[src/rtl/jogo_fluxo_dados_n_if.sv]
// ---------------------------------------------------------------------------
// jogo_fluxo_dados_n_if
// Control/status bundle between the memory-game controller and its datapath.
//   slave  : datapath side (takes buttons + controls, drives flags/LEDs/debug)
//   master : controller / stimulus side
// Parameters: N_BOTOES = button/LED channels, AW = sequence address width.
// ---------------------------------------------------------------------------
interface jogo_fluxo_dados_n_if #(
    parameter int N_BOTOES = 4,
    parameter int AW       = 4
);
    logic [N_BOTOES-1:0] botoes;
    logic                zeraC, contaC, zeraCR, contaCR;
    logic                zeraTM, contaTM, zeraTempo, contaTempo;
    logic                registraR, zeraR, gravaM, ativa_leds_mem, ativa_leds_jog;

    logic                jogada_feita, jogada_correta, jogada_valida;
    logic                fimC, fimCR, enderecoIgualRodada, fimTM, meioTM, fimTempo;
    logic [N_BOTOES-1:0] leds;
    logic [AW-1:0]       db_endereco, db_rodada;
    logic [N_BOTOES-1:0] db_jogada, db_memoria;

    modport slave (
        input  botoes, zeraC, contaC, zeraCR, contaCR, zeraTM, contaTM,
               zeraTempo, contaTempo, registraR, zeraR, gravaM,
               ativa_leds_mem, ativa_leds_jog,
        output jogada_feita, jogada_correta, jogada_valida, fimC, fimCR,
               enderecoIgualRodada, fimTM, meioTM, fimTempo, leds,
               db_endereco, db_rodada, db_jogada, db_memoria
    );

    modport master (
        output botoes, zeraC, contaC, zeraCR, contaCR, zeraTM, contaTM,
               zeraTempo, contaTempo, registraR, zeraR, gravaM,
               ativa_leds_mem, ativa_leds_jog,
        input  jogada_feita, jogada_correta, jogada_valida, fimC, fimCR,
               enderecoIgualRodada, fimTM, meioTM, fimTempo, leds,
               db_endereco, db_rodada, db_jogada, db_memoria
    );
endinterface

[src/rtl/jogo_fluxo_dados_n.sv]
// ---------------------------------------------------------------------------
// jogo_fluxo_dados_n
// Datapath of a "repeat the sequence" memory game: button synchronizer and
// press detector, play register, LFSR-filled sequence memory, address/round
// counters, LED display timer and an optional play timeout.
//
// Ports
//   clock : system clock, rising edge
//   reset : asynchronous, active-low
//   bus   : jogo_fluxo_dados_n_if.slave -- buttons, counter/register controls
//           in; condition flags, LEDs and debug values out
//
// Optional feature: define JOGO_TIMEOUT_EN to build the play-timeout timer
// (fimTempo); without it fimTempo is tied to 0.
// ---------------------------------------------------------------------------
module jogo_fluxo_dados_n #(
    parameter int N_BOTOES   = 4,
    parameter int PROF       = 16,
    parameter int CLOCK_FREQ = 5000,
    parameter int TIMEOUT_S  = 3
) (
    input  logic                clock,
    input  logic                reset,
    jogo_fluxo_dados_n_if.slave bus
);
    localparam int AW  = $clog2(PROF);
    localparam int TMW = $clog2(CLOCK_FREQ + 1);
    localparam logic [TMW-1:0]      TM_FIM  = TMW'(CLOCK_FREQ - 1);
    localparam logic [TMW-1:0]      TM_MEIO = TMW'(CLOCK_FREQ / 2);
    localparam logic [AW-1:0]       END_FIM = AW'(PROF - 1);
    localparam logic [N_BOTOES-1:0] UM_N    = N_BOTOES'(1);

    // ---------------- button synchronizer and press detector ---------------
    logic [N_BOTOES-1:0] r_sync1, r_sync2;
    logic [1:0]          r_vld;
    logic                r_or_d, r_armado, r_feita;
    logic                w_or;

    assign w_or = |r_sync2;

    // r_vld marks when r_sync2 holds real samples after reset. r_armado only
    // rises once the synchronized buttons are seen all released, so buttons
    // held through reset release never look like a fresh press.
    always_ff @(posedge clock or negedge reset) begin
        if (!reset) begin
            r_sync1  <= '0;
            r_sync2  <= '0;
            r_vld    <= '0;
            r_or_d   <= 1'b0;
            r_armado <= 1'b0;
            r_feita  <= 1'b0;
        end else begin
            r_sync1 <= bus.botoes;
            r_sync2 <= r_sync1;
            r_vld   <= {r_vld[0], 1'b1};
            r_or_d  <= w_or;
            if (r_vld[1] && !w_or) r_armado <= 1'b1;
            r_feita <= r_armado & w_or & ~r_or_d;
        end
    end

    assign bus.jogada_feita = r_feita;

    // ---------------- play register ----------------------------------------
    logic [N_BOTOES-1:0] r_jogada;

    always_ff @(posedge clock or negedge reset) begin
        if (!reset)             r_jogada <= '0;
        else if (bus.zeraR)     r_jogada <= '0;
        else if (bus.registraR) r_jogada <= r_sync2;
    end

    assign bus.jogada_valida = (r_jogada != '0) && ((r_jogada & (r_jogada - UM_N)) == '0);
    assign bus.db_jogada     = r_jogada;

    // ---------------- LFSR (x^16 + x^14 + x^13 + x^11 + 1) -----------------
    logic [15:0] r_lfsr;
    logic        w_fb;

    assign w_fb = r_lfsr[15] ^ r_lfsr[13] ^ r_lfsr[12] ^ r_lfsr[10];

    always_ff @(posedge clock or negedge reset) begin
        if (!reset) r_lfsr <= 16'hACE1;
        else        r_lfsr <= {r_lfsr[14:0], w_fb};
    end

    // ---------------- counters ---------------------------------------------
    logic [AW-1:0] r_endereco, r_rodada;

    always_ff @(posedge clock or negedge reset) begin
        if (!reset) begin
            r_endereco <= '0;
            r_rodada   <= '0;
        end else begin
            if (bus.zeraC)        r_endereco <= '0;
            else if (bus.contaC)  r_endereco <= r_endereco + AW'(1);
            if (bus.zeraCR)       r_rodada   <= '0;
            else if (bus.contaCR) r_rodada   <= r_rodada + AW'(1);
        end
    end

    assign bus.fimC                = (r_endereco == END_FIM);
    assign bus.fimCR               = (r_rodada == END_FIM);
    assign bus.enderecoIgualRodada = (r_endereco == r_rodada);
    assign bus.db_endereco         = r_endereco;
    assign bus.db_rodada           = r_rodada;

    // ---------------- sequence memory --------------------------------------
    // Storage has no reset so it maps onto RAM; only the read register clears.
    logic [N_BOTOES-1:0] r_mem [PROF];
    logic [N_BOTOES-1:0] r_memoria;
    logic [7:0]          w_idx;
    logic [N_BOTOES-1:0] w_onehot;

    assign w_idx    = r_lfsr[7:0] % 8'(N_BOTOES);
    assign w_onehot = UM_N << w_idx;

    always_ff @(posedge clock) begin
        if (bus.gravaM) r_mem[r_endereco] <= w_onehot;
    end

    always_ff @(posedge clock or negedge reset) begin
        if (!reset) r_memoria <= '0;
        else        r_memoria <= r_mem[r_endereco];
    end

    assign bus.db_memoria     = r_memoria;
    assign bus.jogada_correta = (r_jogada == r_memoria);

    // ---------------- LED display timer ------------------------------------
    logic [TMW-1:0] r_tm;

    always_ff @(posedge clock or negedge reset) begin
        if (!reset)           r_tm <= '0;
        else if (bus.zeraTM)  r_tm <= '0;
        else if (bus.contaTM) r_tm <= (r_tm == TM_FIM) ? '0 : r_tm + TMW'(1);
    end

    assign bus.fimTM  = (r_tm == TM_FIM);
    assign bus.meioTM = (r_tm >= TM_MEIO);

    // ---------------- LED select -------------------------------------------
    always_comb begin
        bus.leds = '0;
        if (bus.ativa_leds_mem)      bus.leds = r_memoria;
        else if (bus.ativa_leds_jog) bus.leds = r_jogada;
    end

    // ---------------- play timeout -----------------------------------------
`ifdef JOGO_TIMEOUT_EN
    localparam int TO_N = TIMEOUT_S * CLOCK_FREQ;
    localparam int TOW  = $clog2(TO_N + 1);
    localparam logic [TOW-1:0] TO_FIM = TOW'(TO_N - 1);

    logic [TOW-1:0] r_tempo;
    logic           r_expirou;

    // Parks at the terminal count; r_expirou limits fimTempo to one cycle.
    // A detected press restarts the timer even while contaTempo is high.
    always_ff @(posedge clock or negedge reset) begin
        if (!reset) begin
            r_tempo   <= '0;
            r_expirou <= 1'b0;
        end else if (bus.zeraTempo || r_feita) begin
            r_tempo   <= '0;
            r_expirou <= 1'b0;
        end else begin
            if (bus.contaTempo && r_tempo != TO_FIM) r_tempo <= r_tempo + TOW'(1);
            if (r_tempo == TO_FIM)                   r_expirou <= 1'b1;
        end
    end

    assign bus.fimTempo = (r_tempo == TO_FIM) && !r_expirou;
`else
    logic w_unused_tempo;
    assign w_unused_tempo = bus.zeraTempo ^ bus.contaTempo;
    assign bus.fimTempo   = 1'b0;
`endif

endmodule

[src/flat_wrapper.sv]
// flat-port wrapper written by rule: the top's interface ports become plain ports
module jogo_fluxo_dados_n_flat 
#(
    parameter int N_BOTOES   = 4,
    parameter int PROF       = 16,
    parameter int CLOCK_FREQ = 5000,
    parameter int TIMEOUT_S  = 3
)
  (clock, reset, bus_botoes, bus_zeraC, bus_contaC, bus_zeraCR, bus_contaCR, bus_zeraTM, bus_contaTM, bus_zeraTempo, bus_contaTempo, bus_registraR, bus_zeraR, bus_gravaM, bus_ativa_leds_mem, bus_ativa_leds_jog, bus_jogada_feita, bus_jogada_correta, bus_jogada_valida, bus_fimC, bus_fimCR, bus_enderecoIgualRodada, bus_fimTM, bus_meioTM, bus_fimTempo, bus_leds, bus_db_endereco, bus_db_rodada, bus_db_jogada, bus_db_memoria);
  jogo_fluxo_dados_n_if #(.N_BOTOES(N_BOTOES), .AW(4)) bus_i ();
  input  logic clock;
  input  logic reset;
  input wire logic [$bits(bus_i.botoes)-1:0] bus_botoes;
  input wire logic [$bits(bus_i.zeraC)-1:0] bus_zeraC;
  input wire logic [$bits(bus_i.contaC)-1:0] bus_contaC;
  input wire logic [$bits(bus_i.zeraCR)-1:0] bus_zeraCR;
  input wire logic [$bits(bus_i.contaCR)-1:0] bus_contaCR;
  input wire logic [$bits(bus_i.zeraTM)-1:0] bus_zeraTM;
  input wire logic [$bits(bus_i.contaTM)-1:0] bus_contaTM;
  input wire logic [$bits(bus_i.zeraTempo)-1:0] bus_zeraTempo;
  input wire logic [$bits(bus_i.contaTempo)-1:0] bus_contaTempo;
  input wire logic [$bits(bus_i.registraR)-1:0] bus_registraR;
  input wire logic [$bits(bus_i.zeraR)-1:0] bus_zeraR;
  input wire logic [$bits(bus_i.gravaM)-1:0] bus_gravaM;
  input wire logic [$bits(bus_i.ativa_leds_mem)-1:0] bus_ativa_leds_mem;
  input wire logic [$bits(bus_i.ativa_leds_jog)-1:0] bus_ativa_leds_jog;
  output wire logic [$bits(bus_i.jogada_feita)-1:0] bus_jogada_feita;
  output wire logic [$bits(bus_i.jogada_correta)-1:0] bus_jogada_correta;
  output wire logic [$bits(bus_i.jogada_valida)-1:0] bus_jogada_valida;
  output wire logic [$bits(bus_i.fimC)-1:0] bus_fimC;
  output wire logic [$bits(bus_i.fimCR)-1:0] bus_fimCR;
  output wire logic [$bits(bus_i.enderecoIgualRodada)-1:0] bus_enderecoIgualRodada;
  output wire logic [$bits(bus_i.fimTM)-1:0] bus_fimTM;
  output wire logic [$bits(bus_i.meioTM)-1:0] bus_meioTM;
  output wire logic [$bits(bus_i.fimTempo)-1:0] bus_fimTempo;
  output wire logic [$bits(bus_i.leds)-1:0] bus_leds;
  output wire logic [$bits(bus_i.db_endereco)-1:0] bus_db_endereco;
  output wire logic [$bits(bus_i.db_rodada)-1:0] bus_db_rodada;
  output wire logic [$bits(bus_i.db_jogada)-1:0] bus_db_jogada;
  output wire logic [$bits(bus_i.db_memoria)-1:0] bus_db_memoria;
  assign bus_i.botoes = bus_botoes;
  assign bus_i.zeraC = bus_zeraC;
  assign bus_i.contaC = bus_contaC;
  assign bus_i.zeraCR = bus_zeraCR;
  assign bus_i.contaCR = bus_contaCR;
  assign bus_i.zeraTM = bus_zeraTM;
  assign bus_i.contaTM = bus_contaTM;
  assign bus_i.zeraTempo = bus_zeraTempo;
  assign bus_i.contaTempo = bus_contaTempo;
  assign bus_i.registraR = bus_registraR;
  assign bus_i.zeraR = bus_zeraR;
  assign bus_i.gravaM = bus_gravaM;
  assign bus_i.ativa_leds_mem = bus_ativa_leds_mem;
  assign bus_i.ativa_leds_jog = bus_ativa_leds_jog;
  assign bus_jogada_feita = bus_i.jogada_feita;
  assign bus_jogada_correta = bus_i.jogada_correta;
  assign bus_jogada_valida = bus_i.jogada_valida;
  assign bus_fimC = bus_i.fimC;
  assign bus_fimCR = bus_i.fimCR;
  assign bus_enderecoIgualRodada = bus_i.enderecoIgualRodada;
  assign bus_fimTM = bus_i.fimTM;
  assign bus_meioTM = bus_i.meioTM;
  assign bus_fimTempo = bus_i.fimTempo;
  assign bus_leds = bus_i.leds;
  assign bus_db_endereco = bus_i.db_endereco;
  assign bus_db_rodada = bus_i.db_rodada;
  assign bus_db_jogada = bus_i.db_jogada;
  assign bus_db_memoria = bus_i.db_memoria;
  jogo_fluxo_dados_n #(.N_BOTOES(N_BOTOES), .PROF(PROF), .CLOCK_FREQ(CLOCK_FREQ), .TIMEOUT_S(TIMEOUT_S)) u_core (.clock(clock), .reset(reset), .bus(bus_i));
endmodule
[config.mk]
export PLATFORM = sky130hd
export DESIGN_NAME = jogo_fluxo_dados_n_flat
export DESIGN_NICKNAME = d
export VERILOG_FILES = /design/src/rtl/jogo_fluxo_dados_n_if.sv /design/src/rtl/jogo_fluxo_dados_n.sv /design/src/flat_wrapper.sv
export SDC_FILE = /design/constraint.sdc
export NUM_CORES = 1
export LEC_CHECK = 0
export BUFFER_PORTS_ARGS = -buffer_cell sky130_fd_sc_hd__buf_2
export CELL_PAD_IN_SITES_DETAIL_PLACEMENT = 1
export CELL_PAD_IN_SITES_GLOBAL_PLACEMENT = 2
export CORE_AREA = 2 2 109 111
export CTS_BUF_LIST = sky130_fd_sc_hd__clkbuf_2 sky130_fd_sc_hd__clkbuf_4 sky130_fd_sc_hd__clkbuf_8
export CTS_CLUSTER_DIAMETER = 80
export DETAILED_ROUTE_END_ITERATION = 8
export DIE_AREA = 0 0 111 113
export GPL_ROUTABILITY_DRIVEN = 0
export HOLD_SLACK_MARGIN = 0.05
export MAX_ROUTING_LAYER = met4
export PLACE_DENSITY_LB_ADDON = 0.1
export SLEW_MARGIN = 20
export SYNTH_ARGS = -nofsm -noshare
export SYNTH_HDL_FRONTEND = slang
export SYNTH_SLANG_ARGS = --single-unit
[constraint.sdc]
create_clock -name clock -period 4.6 [get_ports clock]
set_clock_uncertainty 0.15 [all_clocks]
set_input_delay 0.69 -clock clock [delete_from_list [all_inputs] [get_ports clock]]
set_output_delay 0.69 -clock clock [all_outputs]
set_load 0.1 [all_outputs]
==> results of run 1 <==
==> cells in the final DEF (no fill, tap or decap), types with 2 or more instances in the layout <==
| cell | netlist | final |
|---|---|---|
| o21ai_2 | 4 | 4 |
| conb_1 | 2 | 2 |
| mux4_2 | 16 | 16 |
| a21o_1 | 2 | 2 |
| clkbuf_4 | 0 | 5 |
| dfstp_2 | 8 | 8 |
| inv_1 | 7 | 7 |
| and2_1 | 5 | 5 |
| xnor2_1 | 10 | 10 |
| edfxtp_1 | 64 | 64 |
| dfrtp_1 | 50 | 50 |
| buf_4 | 1 | 2 |
| nor2_1 | 38 | 38 |
| a21oi_2 | 2 | 2 |
| xor2_1 | 15 | 15 |
| o21ai_0 | 4 | 4 |
| nor2b_1 | 4 | 3 |
| nor4_2 | 0 | 2 |
| mux2i_1 | 6 | 6 |
| nor3b_1 | 4 | 4 |
| buf_2 | 2 | 44 |
| nor4_1 | 4 | 2 |
| bufinv_16 | 0 | 2 |
| nor3_1 | 6 | 6 |
| a22oi_1 | 9 | 9 |
| ha_1 | 7 | 7 |
| clkbuf_8 | 0 | 20 |
| nand4_1 | 2 | 2 |
| clkinv_2 | 0 | 3 |
| or3_1 | 2 | 2 |
| nand3_1 | 3 | 3 |
| a22o_1 | 3 | 3 |
| nand2_1 | 24 | 24 |
| o31ai_1 | 2 | 2 |
==> state kept, by name, indices dropped and copies added, names as in the netlist <==
signal and cells:
u_core.bus.db_rodada 4, u_core.r_armado 1, u_core.bus.jogada_feita 1, u_core.bus.db_memoria 4, u_core.r_sync2 4, u_core.bus.db_jogada 4
u_core.r_mem 64, u_core.r_sync1 4, u_core.r_vld 2, u_core.r_tm 13, u_core.bus.db_endereco 4, u_core.r_lfsr 16
u_core.r_or_d 1
==> worst max-delay path by stage <==
stage                                                     start                 to  cells after the start  slack [ns]
final                     u_core.bus.db_endereco[1]$_DFFE_PN0P_           bus_fimC                      4        1.29
after global routing      u_core.bus.db_endereco[1]$_DFFE_PN0P_           bus_fimC                      4        1.06
after CTS                 u_core.bus.db_endereco[1]$_DFFE_PN0P_           bus_fimC                      4        1.20
after detailed placement  u_core.bus.db_endereco[1]$_DFFE_PN0P_           bus_fimC                      4        1.71
after global placement    u_core.bus.db_endereco[1]$_DFFE_PN0P_           bus_fimC                      4        1.73
after floorplan             u_core.bus.db_jogada[0]$_DFFE_PN0P_  bus_jogada_valida                      3        0.35
==> report_power, final <==
group	switching (W)	total, W	internal (W)
clock network	0.000403	0.000955	0.000553
registers	0.0000295	0.00120	0.00117
logic	0.000211	0.000275	0.0000634
total	0.000644	0.00243	0.00178
==> cell families after synthesis <==
kind of cell,count (synthesis),share of synthesized area [%]
buf+inv,16,1.333
xor+xnor,25,4.401
mux,22,8.451
fa+ha+maj,7,1.760
compound gates,34,5.281
simple gates,102,10.61
other cells,2,0.1510
flops,122,68.01
==> worst max-delay path, delay by kind of cell (launching register included) <==
kind | cells | cell delay, ns
and+or+nand+nor | 2 | 0.23
buffers and inverters | 1 | 0.43
adders and majority gates | 1 | 0.36
DFF | 1 | 1.01
==> layer usage <==
metal / wire length (microns) / up-vias / part of all wire, % / track usage [%]
li1: - / 1323 / - / -
met1: 4531 / 1456 / 46 / 22.63
met2: 4660 / 63 / 48 / 26.91
met3: 473 / 9 / 4.8 / 7.017
met4: 127 / 0 / 1.3 / 6.750
met5: 0 / - / 0 / -
==> metrics by stage <==
step | hold slack (ns) | area (sq um) | power, W | worst slack (ns)
CTS | 0.1677 | 5766 | 0.002465 | 1.202
detailed placement | 0.1864 | 5361 | 0.001498 | 1.705
floorplan | 0.1812 | 4987 | 0.001431 | 0.3500
global route | 0.1577 | 5768 | 0.002534 | 1.061
global placement | 0.1817 | 5361 | 0.001493 | 1.728
finish | 0.1997 | 5768 | 0.002427 | 1.294
==> cell type report <==
class / count / share of cell area (%)
timing repair buffer: 46 / 4.078
tap: 143 / 3.102
clock buffer: 25 / 5.423
clock inverter: 7 / 1.584
sequential: 122 / 58.66
multi-input combinational: 192 / 26.70
inverter: 7 / 0.4555
==> flow_metrics.tcl, run 1 <==
set metrics [dict create \
    startpoint_type "flop" \
    setup_viol 0 \
    worst_slew_pin_slew_ns 1.028 \
    clkTransAtPathRegs_ns 0.07 \
    ant_nets 0 \
    portBuffers 44 \
    async_reset_ff_share_pct 47.54 \
    synthToLayoutAreaGrowth_pct 15.95 \
    overflow 0 \
    timing.final.crit_share_pct 71.88 \
    slew_violations 0 \
    dieHeight_microns 113 \
    clkLatencyLatePin_ns 0.44 \
    synthesis.nets 356 \
    ys_top_cells_by_area "edfxtp_1 39%, dfrtp_1 25%, mux4_2 7.2%" \
    synthTopCellsByCount "64 x edfxtp_1, 50 x dfrtp_1, 38 x nor2_1" \
    num_vias 2851 \
    critical_path.max_fanout 23 \
    hold_viol_final 0 \
    ys_seq_elements 122 \
    synthCells 330 \
    holdPathStages 0 \
    synth_top_area_cell "edfxtp_1" \
    register_area_sq_um 3383 \
    die_area_sq_um 12540 \
    numCtsBuffers 17 \
    drive_gt1_share_pct 29.57 \
    hp-class "flop to flop" \
    path_class "flop to output pin" \
    relSlewSlack_pct 31.31 \
    ctsHoldBuffers 0 \
    reg2reg_slack_ns 2.17 \
    fin_crit_ns 3.306 \
    antenna_cells 0 \
    critPathCaptureType "output pin" \
    drtIter0Drc 231 \
    yosys_most_used_dff "edfxtp_1" \
    p_per_area_nw_per_um2 420.8 \
    cts_tree "built" \
    maxCapViolations 0 \
    min_to "u_core.r_lfsr[9]$_DFF_PN0_" \
    yosysMostFrequentCell "edfxtp_1" \
    fillers 1144 \
    fin_setup_tns_ns 0 \
    grt_pass1_vias 3060 \
    nets 412 \
    rows 39 \
    outcome "finished, final reports clean" \
    placedCellCount 510 \
    wl_per_cell_microns 18.07 \
    netlist_area_sq_um 4975 \
    cts_resized 0 \
    h-tree-depth 4 \
    die_x_microns 111 \
    post_cts_buffers 0 \
    initial_core_util_pct 44.13 \
    slowest_stage "dfrtp_1" \
    ys_seq_area_share_pct 68.01 \
    grt_util_all_layers_pct 18.06 \
    grt_setup_unrepaired "false" \
    critPathMaxStageDelay_ns 1.01 \
    cp_cell_sequence "ha_1 -> nand2_1 -> nor2_1 -> buf_2" \
    synth_top_area_share_pct 38.63 \
    multi_input_area_sq_um 1540 \
    instances_no_fill 542 \
    r2r-end "u_core.r_mem[2][1]$_DFFE_PP_" \
    fp.coreArea_sq_um 11270 \
    cts.sinks 122 \
    cts-root-buf "clkbuf_8" \
    hold_start "u_core.r_lfsr[8]$_DFF_PN0_" \
    grt_max_degree 59 \
    rr_worst_depth 3 \
    ys_types 48 \
    syn_area_per_cell_sq_um 15.08 \
    io_pins 48 \
    clk_path_buf_depth 2 \
    p_leak_nw 2.253 \
    yosysWarningCount 0 \
    drt_pass1_iterations 5 \
    peakVddDrop_mv 0.2193 \
    antenna_found_initial 0 \
    utilization_pct 51.17 \
    fmax_mhz 302.5 \
    worstPathArrival_ns 2.47 \
    cp.required_ns 3.76 \
    remaining_drc_errors 0 \
    vias_per_cell 5.260 \
    timing.rr.start "u_core.bus.db_endereco[1]$_DFFE_PN0P_" \
    drt_wl_total_microns 9793 \
    grt_pass1_wl_microns 16410 \
    synth_edf_count 64 \
    dp_hpwl_microns 6608 \
]
Power figures use the tool's default switching activity.
==> run 2: changes to the inputs <==
Settings changed: ABC_AREA set to 1, CORE_AREA 2 2 109 111 to 2 2 126 128, DIE_AREA 0 0 111 113 to 0 0 128 130.
Clock period 4.6 ns to 3.04 ns, I/O delays scaled along.
==> flow_metrics.tcl, run 2 <==
set metrics [dict create \
    outcome "finished, final reports clean" \
    cp.required_ns 2.43 \
    largest_reg_flops 64 \
    nets 624 \
    clkTransAtPathRegs_ns 0.06 \
    drtIter0Drc 120 \
    grt_setup_unrepaired "false" \
    grt_max_degree 59 \
    critPathCaptureType "output pin" \
    hold_viol_final 0 \
    synth_edf_count 64 \
    num_vias 3772 \
    antenna_cells 0 \
    drt_pass1_iterations 5 \
    timing.final.crit_share_pct 87.41 \
    yosysMostFrequentCell "nand2_1" \
    portBuffers 44 \
    r2r-end "u_core.r_mem[15][3]$_DFFE_PP_" \
    top_register "u_core.r_mem" \
    syn_area_per_cell_sq_um 9.799 \
    peakVddDrop_mv 0.2672 \
    reg.largest.list "u_core.r_mem x64, u_core.r_lfsr x16, u_core.r_tm x13" \
    synthCells 534 \
    rr_worst_depth 4 \
    reg2reg_slack_ns 0.87 \
    fp.coreArea_sq_um 15420 \
    ys_seq_elements 122 \
    remaining_drc_errors 0 \
    synth_top_area_cell "edfxtp_1" \
    ys_types 29 \
    async_reset_ff_share_pct 47.54 \
    synth_top_area_share_pct 36.73 \
    timing.rr.start "u_core.bus.db_endereco[0]$_DFFE_PN0P_" \
    place_ws_ns 0.8458 \
    drive_gt1_share_pct 17.51 \
    overflow 0 \
    critPathMaxStageDelay_ns 0.45 \
    cp_cell_sequence "buf_4 -> ha_1 -> inv_1 -> nor2_2 -> buf_12" \
    io_pins 48 \
    ys_seq_area_share_pct 64.66 \
    synthesis.nets 560 \
    grt_pass1_wl_microns 20040 \
    wl_per_cell_microns 15.49 \
    grt_pass1_vias 4000 \
    fin_ws_ns 0.3829 \
    worstPathArrival_ns 2.05 \
    rows 46 \
    p_leak_nw 2.759 \
    cts-root-buf "clkbuf_8" \
    die_area_sq_um 16640 \
    ys_top_cells_by_area "edfxtp_1 37%, dfrtp_1 24%, nand2_1 8.1%" \
    dieHeight_microns 130 \
    yosys_most_used_dff "edfxtp_1" \
    post_cts_buffers 0 \
    vias_per_cell 4.697 \
    finalHoldWorstSlack_ns 0.08777 \
    synthToLayoutAreaGrowth_pct 18.51 \
    final_cell_mix "113 x nand2_1, 105 x nor2_1, 64 x edfxtp_1" \
    clk_path_buf_depth 2 \
    ant_nets 0 \
    antenna_found_initial 0 \
    numCtsBuffers 17 \
    holdPathStages 2 \
    cts.sinks 122 \
    cts_tree "built" \
    netlist_area_sq_um 5233 \
    fmax_mhz 376.3 \
    layout_commonest_cell "nand2_1" \
    fillers 1754 \
    startpoint_type "flop" \
    slowest_stage "buf_4" \
    finalPower_w 0.003888 \
    h-tree-depth 4 \
    hp-class "primary input to flop" \
    min_to "u_core.bus.db_endereco[1]$_DFFE_PN0P_" \
    grt_util_all_layers_pct 16.53 \
    critical_path.max_fanout 41 \
    worst_slew_pin_slew_ns 0.7392 \
    path_class "flop to output pin" \
    clkLatencyLatePin_ns 0.44 \
    yosysWarningCount 0 \
    maxCapViolations 0 \
    fin_setup_tns_ns 0 \
    drt_wl_total_microns 12440 \
    hold_start "bus_zeraC" \
    p_per_area_nw_per_um2 627.0 \
    slew_violations 0 \
    dp_hpwl_microns 8681 \
    synthTopCellsByCount "113 x nand2_1, 107 x nor2_1, 64 x edfxtp_1" \
    design_area_sq_um 6201 \
    initial_core_util_pct 33.92 \
    relSlewSlack_pct 50.72 \
    dpl_cell_area_sq_um 5741 \
    fin_crit_ns 2.657 \
    setup_viol 0 \
    die_x_microns 128 \
]
## run 2: critical path, delay by kind of cell, from the launching register on
family | cells | cell delay [ns]
and+or+nand+nor | 1 | 0.19
adders and majority gates | 1 | 0.28
buffers and inverters | 3 | 0.73
DFF | 1 | 0.40
## run 2: timing repair
action                     in CTS  in global routing
hold buffers                    6                  0
gates resized for setup         0                  0
setup endpoints to repair       0                  0
hold endpoints to repair       55                  0
## run 2: per-layer routing
metal  track usage [%]  share of wire, %  up-vias
li1                  -                 -     1845
met1             19.39                45     1847
met2             27.96                50       59
met3             3.239               2.9       21
met4             7.046               1.9        0
met5                 -                 0        -
## run 2: where the power goes
group / internal [W] / total [W] / switching [W]
clock: 0.000799 / 0.00143 / 0.000633
combinational: 0.000124 / 0.000644 / 0.000520
sequential: 0.00177 / 0.00181 / 0.0000403
## run 2: cell type report
class                           instances  area, sq um  share of cell area (%)
Sequential cell                       122         3383                   54.56
Multi-Input combinational cell        337         1589                   25.63
Timing Repair Buffer                   58        355.3                   5.730
Clock buffer                           21        282.8                   4.560
Tap cell                              192        240.2                   3.874
Inverter                               62        232.7                   3.753
Clock inverter                         11        117.6                   1.897
## run 2: how the worst max path moves through the flow
stage,start,endpoint,slack [ns],cells after the start
final,u_core.bus.db_endereco[0]$_DFFE_PN0P_,bus_fimC,0.38,5
after detailed placement,u_core.bus.db_endereco[0]$_DFFE_PN0P_,bus_fimC,0.85,5
after global placement,u_core.bus.db_endereco[0]$_DFFE_PN0P_,bus_fimC,0.87,5
after global routing,u_core.bus.db_endereco[0]$_DFFE_PN0P_,bus_fimC,0.25,5
after CTS,u_core.bus.db_endereco[0]$_DFFE_PN0P_,bus_fimC,0.34,5
after floorplan,u_core.bus.db_endereco[0]$_DFFE_PN0P_,bus_enderecoIgualRodada,-0.11,4
## run 2: cells by family (layout without fill, tap and decap cells)
| logic type | count (synthesis) | after routing | share of synthesized area [%] |
|---|---|---|---|
| simple gates | 256 | 256 | 19.42 |
| flops | 122 | 122 | 64.66 |
| buf+inv | 75 | 152 | 6.049 |
| compound gates | 59 | 59 | 5.882 |
| xor+xnor | 13 | 13 | 2.176 |
| fa+ha+maj | 7 | 7 | 1.674 |
| other cells | 2 | 2 | 0.1435 |
## run 2: per-stage QoR
stage          utilization (%)  std cells
2_1_floorplan                -        534
6_report                 40.20        803
4_1_cts                  40.20        803
3_3_place_gp             37.22        765
5_1_grt                  40.20        803
3_5_place_dp             37.22        765
